`src/rtl/dat_mem_p.sv`:
```
// dat_mem_p: WIDTH x DEPTH data memory with clear engine, OOB guard
// and saturating rejected-write counter. Optional parity: DAT_MEM_PARITY_EN.
//
// Ports:
//   clk      in   clock, all state updates on posedge
//   reset    in   synchronous active-high reset
//   clr_req  in   one-cycle request to sweep the array to CLR_VAL
//   wr_en    in   write enable
//   addr     in   [AW-1:0] word address
//   dat_in   in   [WIDTH-1:0] write data
//   dat_out  out  [WIDTH-1:0] combinational read data (0 when busy/oob)
//   busy     out  clear sweep in progress
//   oob      out  combinational, addr >= DEPTH
//   err_cnt  out  [7:0] saturating count of rejected writes
//   par_err  out  parity mismatch on current read (DAT_MEM_PARITY_EN only)
module dat_mem_p #(
    parameter int unsigned     WIDTH   = 8,
    parameter int unsigned     DEPTH   = 256,
    parameter int unsigned     AW      = 8,
    parameter logic [WIDTH-1:0] CLR_VAL = '0
) (
    input  logic             clk,
    input  logic             reset,
    input  logic             clr_req,
    input  logic             wr_en,
    input  logic [AW-1:0]    addr,
    input  logic [WIDTH-1:0] dat_in,
    output logic [WIDTH-1:0] dat_out,
    output logic             busy,
    output logic             oob,
`ifdef DAT_MEM_PARITY_EN
    output logic             par_err,
`endif
    output logic [7:0]       err_cnt
);

    typedef enum logic {
        S_CLEAR = 1'b0,
        S_IDLE  = 1'b1
    } state_t;

    localparam logic [AW-1:0] LAST = AW'(DEPTH - 1);

    state_t           r_state;
    state_t           w_state_nxt;
    logic [AW-1:0]    r_ptr;
    logic [AW-1:0]    w_ptr_nxt;
    logic [7:0]       r_err_cnt;
    logic [WIDTH-1:0] r_core [DEPTH];

    logic             w_oob;
    logic             w_mem_we;
    logic [AW-1:0]    w_mem_addr;
    logic [WIDTH-1:0] w_mem_wdata;
    logic             w_err_inc;

    // Full-width compare so DEPTH == 2**AW never flags an address.
    assign w_oob = (32'(addr) >= DEPTH);

    always_comb begin
        w_state_nxt = r_state;
        w_ptr_nxt   = r_ptr;
        w_mem_we    = 1'b0;
        w_mem_addr  = addr;
        w_mem_wdata = dat_in;
        w_err_inc   = 1'b0;
        unique case (r_state)
            S_CLEAR: begin
                w_mem_we    = 1'b1;
                w_mem_addr  = r_ptr;
                w_mem_wdata = CLR_VAL;
                // Every write is rejected while sweeping, in range or not.
                w_err_inc   = wr_en;
                if (r_ptr == LAST) begin
                    w_state_nxt = S_IDLE;
                end else begin
                    w_ptr_nxt = r_ptr + 1'b1;
                end
            end
            S_IDLE: begin
                w_mem_we  = wr_en & ~w_oob;
                w_err_inc = wr_en & w_oob;
                if (clr_req) begin
                    w_state_nxt = S_CLEAR;
                    w_ptr_nxt   = '0;
                end
            end
            default: begin
                w_state_nxt = S_CLEAR;
                w_ptr_nxt   = '0;
            end
        endcase
    end

    always_ff @(posedge clk) begin
        if (reset) begin
            r_state   <= S_CLEAR;
            r_ptr     <= '0;
            r_err_cnt <= '0;
        end else begin
            r_state <= w_state_nxt;
            r_ptr   <= w_ptr_nxt;
            if (w_err_inc && (r_err_cnt != 8'hFF)) begin
                r_err_cnt <= r_err_cnt + 8'd1;
            end
        end
    end

    // Array has no reset; contents are frozen while reset is held.
    always_ff @(posedge clk) begin
        if (!reset && w_mem_we) begin
            r_core[w_mem_addr] <= w_mem_wdata;
        end
    end

    logic w_rd_ok;
    assign w_rd_ok = (r_state == S_IDLE) && !w_oob;

    assign dat_out = w_rd_ok ? r_core[addr] : '0;
    assign busy    = (r_state == S_CLEAR);
    assign oob     = w_oob;
    assign err_cnt = r_err_cnt;

`ifdef DAT_MEM_PARITY_EN
    logic r_par [DEPTH];

    always_ff @(posedge clk) begin
        if (!reset && w_mem_we) begin
            r_par[w_mem_addr] <= ^w_mem_wdata;
        end
    end

    assign par_err = w_rd_ok && (r_par[addr] != ^r_core[addr]);
`endif

endmodule
```
`config.mk`:
```
export PLATFORM = sky130hd
export DESIGN_NAME = dat_mem_p
export DESIGN_NICKNAME = d
export VERILOG_FILES = /design/src/rtl/dat_mem_p.sv
export SDC_FILE = /design/constraint.sdc
export NUM_CORES = 2
export LEC_CHECK = 0
export ABC_AREA = 1
export BUFFER_PORTS_ARGS = -buffer_cell sky130_fd_sc_hd__buf_2
export CAP_MARGIN = 20
export CORE_MARGIN = 2
export CORE_UTILIZATION = 45
export CTS_BUF_LIST = sky130_fd_sc_hd__clkbuf_4 sky130_fd_sc_hd__clkbuf_8
export CTS_CLUSTER_SIZE = 16
export DETAILED_ROUTE_END_ITERATION = 6
export PLACE_DENSITY_LB_ADDON = 0.08
export SLEW_MARGIN = 20
export SYNTH_ARGS = -nofsm -noshare
export SYNTH_HDL_FRONTEND = slang
export SYNTH_SLANG_ARGS = --single-unit
```
`constraint.sdc`:
```
create_clock -name clk -period 11.24 [get_ports clk]
set_input_delay 1.124 -clock clk [delete_from_list [all_inputs] [get_ports clk]]
set_output_delay 1.124 -clock clk [all_outputs]
set_load 0.03 [all_outputs]
```
==> Word level (Yosys, flattened, before mapping) <==
Memory sizes are Yosys's and may differ from the RTL's.
Cells that the tools add are included.
{ "word_totals": {"register_bits": 17, "mem_bits_rw": 2048, "input_bits": 20, "elab_cells": 28, "mem_count": 1} }
{ "mem_list": {"columns": ["name", "depth", "width", "read_ports", "rd_ports_with_merged_regs", "wr", "line", "source"], "rows": [
  ["r_core", 256, 8, 1, 0, 1, "49", "logic [WIDTH-1:0] r_core [DEPTH];"]
]} }
{ "classes": {"add_sub_neg": 2, "n_eq_ne": 4, "muxes": 13, "bitwise": 1, "n_reduce_logical": 4} }
{ "op_table": {"columns": ["op", "count"], "rows": [
  ["$mux 8", 5],
  ["$add 8x1->8 const B", 2],
  ["$pmux 8 s2", 1],
  ["$eq 8x8->1 const B", 1],
  ["$ne 8x8->1 const B", 1],
  ["$pmux 1 s2", 3],
  ["$mux 1", 4],
  ["$ne 2x2->1 const B", 2],
  ["$logic_and 1x1->1", 2],
  ["$reduce_and 2->1", 1],
  ["$logic_not 1->1", 1],
  ["$not 1->1", 1]
]} }

==> Longest topological paths before layout <==
{ "depth": {"depth_word": 5, "ltp_mapped": 15, "depth_no_buf": 11} }

==> Worst setup path after synthesis <==
No wires, ideal clock.
{ "synth_timing": {"kind": "input -> register", "start": "in dat_in[0]", "end": "mem r_core[0][0], data pin", "setup_ps": 773, "arrival_time_ps": 3932, "required_ps": 10467, "path_slack_ps": 6534, "cell_stages": 2, "n_path_buf": 0, "path_cell_list": "nand2_1 inv_1"} }
{ "synth_between": {"elab_chain_len": 1} }
{ "synth_lines": {"columns": ["item", "line", "source"], "rows": [
  ["from (decl)", "27", "input logic [WIDTH-1:0] dat_in,"],
  ["$mux 8", "67", "unique case (r_state)"],
  ["via w_mem_wdata[0]", "54", "logic [WIDTH-1:0] w_mem_wdata;"],
  ["to (decl)", "49", null]
]} }
The timed path passes the listed nets, and every way through them passes these cells.

==> Worst setup path in the final report <==
{ "layout_timing": {"start": "in addr[0]", "end": "out dat_out[2]"} }
{ "layout_between": {"elab_chain_len": 2} }
{ "layout_lines": {"columns": ["item", "line", "source"], "rows": [
  ["from (decl)", "26", "input logic [AW-1:0] addr,"],
  ["$mem_v2 256x8", null, null],
  ["$mux 8", "119", "assign dat_out = w_rd_ok ? r_core[addr] : '0;"],
  ["to (decl)", "28", "output logic [WIDTH-1:0] dat_out,"]
]} }
No other way between the ends.

==> flow_metrics.py <==
metrics = {
    "outcome": {
        "status": "finished clean",
    },
    "worst_setup_path": {
        "cp_common_cell": "nand3_1",
        "critical_path_buf_inv_count": 5,
        "crit_slowest_cell": "buf_4",
        "worst-path-max-fanout": 78,
        "crit_type": "primary input to output port",
        "worstPathArrival_ns": 5.68,
        "cpPeakStageDelay_ns": 0.82,
        "startpoint_type": "primary input",
        "cp_top_family": "buffers and inverters",
        "crit_chain": "buf_8 > buf_4 > buf_4 > buf_4 > nand2_1 > nand3_1 > nand3_1 > nand3_1 > nand3_1 > nand3_1 > nand3_1 > nand2_1 > nand2_1 > nand2_1 > buf_2",
        "critPathCaptureType": "output port",
        "worst_ep_required_time_ns": 10.12,
    },
    "cts": {
        "postCtsResizedCells": 0,
        "clock_latency_ns": 1.07,
        "clock-sinks": 2065,
        "postCtsSetupBuffers": 0,
        "cts_buffer_depth": 4,
        "cts_hold_buf": 0,
        "root_buffer": "clkbuf_8",
        "numCtsBuffers": 367,
        "tritoncts": "yes",
        "clkTransAtPathRegs_ns": 0.05,
        "htree_levels": 5,
    },
    "yosys": {
        "synth_edf_count": 2048,
        "ys_seq_elements": 2065,
        "synthTopCellsByArea": "edfxtp_1, nand3_1, nand2_1, buf_2, nor2_1",
        "syn-cell-area_um2": 84000,
        "synth_compound_area_share_pct": 0.208,
        "muxShareOfSynthArea_pct": 0,
        "synthArstFlopShare_pct": 0,
        "synth_top_family_by_area": "simple AND/OR/NAND/NOR gates",
        "synth_xor_xnor_area_share_pct": 0.0104,
        "synth.most_common_cell": "nand2_1",
        "yosys.area_share.simple_pct": 23.1,
        "synth_common_cells": "nand2_1, edfxtp_1, nand3_1, buf_2, nor2_1",
        "seq_area_frac_synth_pct": 73.6,
        "synth_largest_area_cell": "edfxtp_1",
        "yosysTopAreaCellShare_pct": 73.2,
        "synthCells": 7147,
        "synth_flop_cell": "edfxtp_1",
        "synthAdderAreaFrac_pct": 0.0298,
        "synth.avg_cell_area_um2": 11.8,
        "synth_nets": 7169,
        "ys_warn_count": 0,
        "synthDistinctLibCells": 26,
    },
    "min_path": {
        "hp-class": "primary input to flop",
    },
    "detailed_routing": {
        "viasPerCell": 5.59,
        "wl_per_cell_um": 25.1,
        "antenna_left": 0,
        "drc": 0,
        "vias": 55300,
        "drt-pass1-iter-count": 6,
        "wirelength_mm": 249,
        "first_iter_violations": 6116,
    },
    "floorplanning": {
        "start_util_pct": 45.3,
        "io_pins": 38,
        "rows": 158,
        "coreArea_um2": 185000,
        "die_y_um": 436,
        "die_w_um": 436,
        "die_area_um2": 190000,
    },
    "global_routing": {
        "grt_pass1_wl_mm": 365,
        "grt_util_all_layers_pct": 25.8,
        "grt_max_degree": 182,
        "grt_pass1_vias": 52800,
        "antenna_found_initial": 6,
        "grt_overflow_total": 0,
    },
    "final_layout": {
        "fillers": 16600,
        "area_growth_pct": 10.3,
        "fin_nets": 7167,
        "drive_above_1_share_pct": 9.37,
    },
    "timing": {
        "tightest_slew_ns": 1.21,
        "min_period_ns": 6.80,
        "rsz0062_at_grt": "false",
        "fmax_mhz": 147,
        "setup_tns_ns": 0,
        "period_share_pct": 60.5,
        "fin_ws_ns": 4.44,
        "worst_clock_skew_ns": 0.0701,
        "setup_violations": 0,
        "relSlewSlack_pct": 19.0,
        "drv_slew": 0,
        "hold_viol_final": 0,
    },
    "placement": {
        "preCtsSetupSlack_ns": 4.53,
        "gp_congestion": 0.819,
        "port_buffers": 36,
        "place_hpwl_mm": 132,
    },
    "power": {
        "power.density_nw_per_um2": 170,
        "peakVddDrop_uv": 106,
        "p_leak_uw": 0.0333,
    },
    "job": {
        "drv_cap": 0,
    },
}
## report_power, final
group | internal [uW] | switching [uW] | leakage, uW
Clock | 3560 | 3060 | 0.00359
Sequential | 8340 | 2.65 | 0.0205
Combinational | 185 | 574 | 0.00921
Total | 12100 | 3630 | 0.0333
## cell usage in the layout (no fill, tap or decap), drive strengths merged
| cell type | synthesis | layout |
|---|---|---|
| nor2 | 300 | 300 |
| dfxtp | 17 | 17 |
| nand4 | 4 | 4 |
| clkinvlp | 0 | 3 |
| ha | 2 | 2 |
| buf | 396 | 115 |
| diode | 0 | 4 |
| nand3b | 1 | 1 |
| conb | 1 | 1 |
| clkbuf | 90 | 499 |
| edfxtp | 2048 | 2048 |
| inv | 69 | 72 |
| bufinv | 0 | 2 |
| o21a | 1 | 1 |
| o21ai | 18 | 18 |
| nand2 | 2155 | 2155 |
| a21oi | 14 | 14 |
| nor3 | 5 | 5 |
| xor2 | 1 | 1 |
| nand3 | 2023 | 2023 |
| clkinv | 2 | 128 |
## flip-flops by register name (all words and copies together), names as in the netlist
register,count
err_cnt,8
r_state,1
r_ptr,8
r_core,2048
## per-stage QoR
| stage | util (%) | area, um^2 | std cells | hold slack, ns | total power [uW] |
|---|---|---|---|---|---|
| 2_1_floorplan | - | 84000 | 7147 | 0.461 | 8990 |
| 4_1_cts | 50.0 | 92700 | 9887 | 0.341 | 15800 |
| 6_report | 50.0 | 92700 | 9893 | 0.440 | 15700 |
| 3_3_place_gp | 46.3 | 85900 | 9253 | 0.464 | 9260 |
| 3_5_place_dp | 46.3 | 85900 | 9254 | 0.473 | 9260 |
| 5_1_grt | 50.0 | 92700 | 9891 | 0.406 | 16200 |
## area by class of cell
cell class / instances / area [um^2] / share of cell area (%)
multi-input combinational: 4525 / 19700 / 21.2
antenna: 4 / 10.0 / 0.0108
clock inverter: 134 / 621 / 0.669
inverter: 71 / 365 / 0.394
sequential: 2065 / 61800 / 66.7
clock buffer: 499 / 6140 / 6.63
timing repair buffer: 115 / 950 / 1.02
tap: 2480 / 3100 / 3.35
## worst paths after layout
kind         startpoint        endpoint  slack [ns]  cells past startpoint
min               reset        r_ptr[7]        0.44                      2
min reg2reg  err_cnt[4]      err_cnt[4]        0.49                      2
max             addr[0]      dat_out[2]        4.44                     15
max reg2reg     r_state  r_core[105][3]        6.97                      6
## kinds of logic after synthesis
family                     Yosys count
xor gates and xnor gates             1
buffers and inverters              557
DFF                               2065
AOI/OAI and AO/OA                   33
other                                1
and+or+nand+nor                   4488
adders and majority gates            2
## layer usage
layer,part of all wire [%],track usage (%)
met4,3.3,9.44
met1,43,36.5
met3,6.8,4.18
met5,0,0
met2,47,40.3
Note: power is estimated with default switching activity, not from simulation.
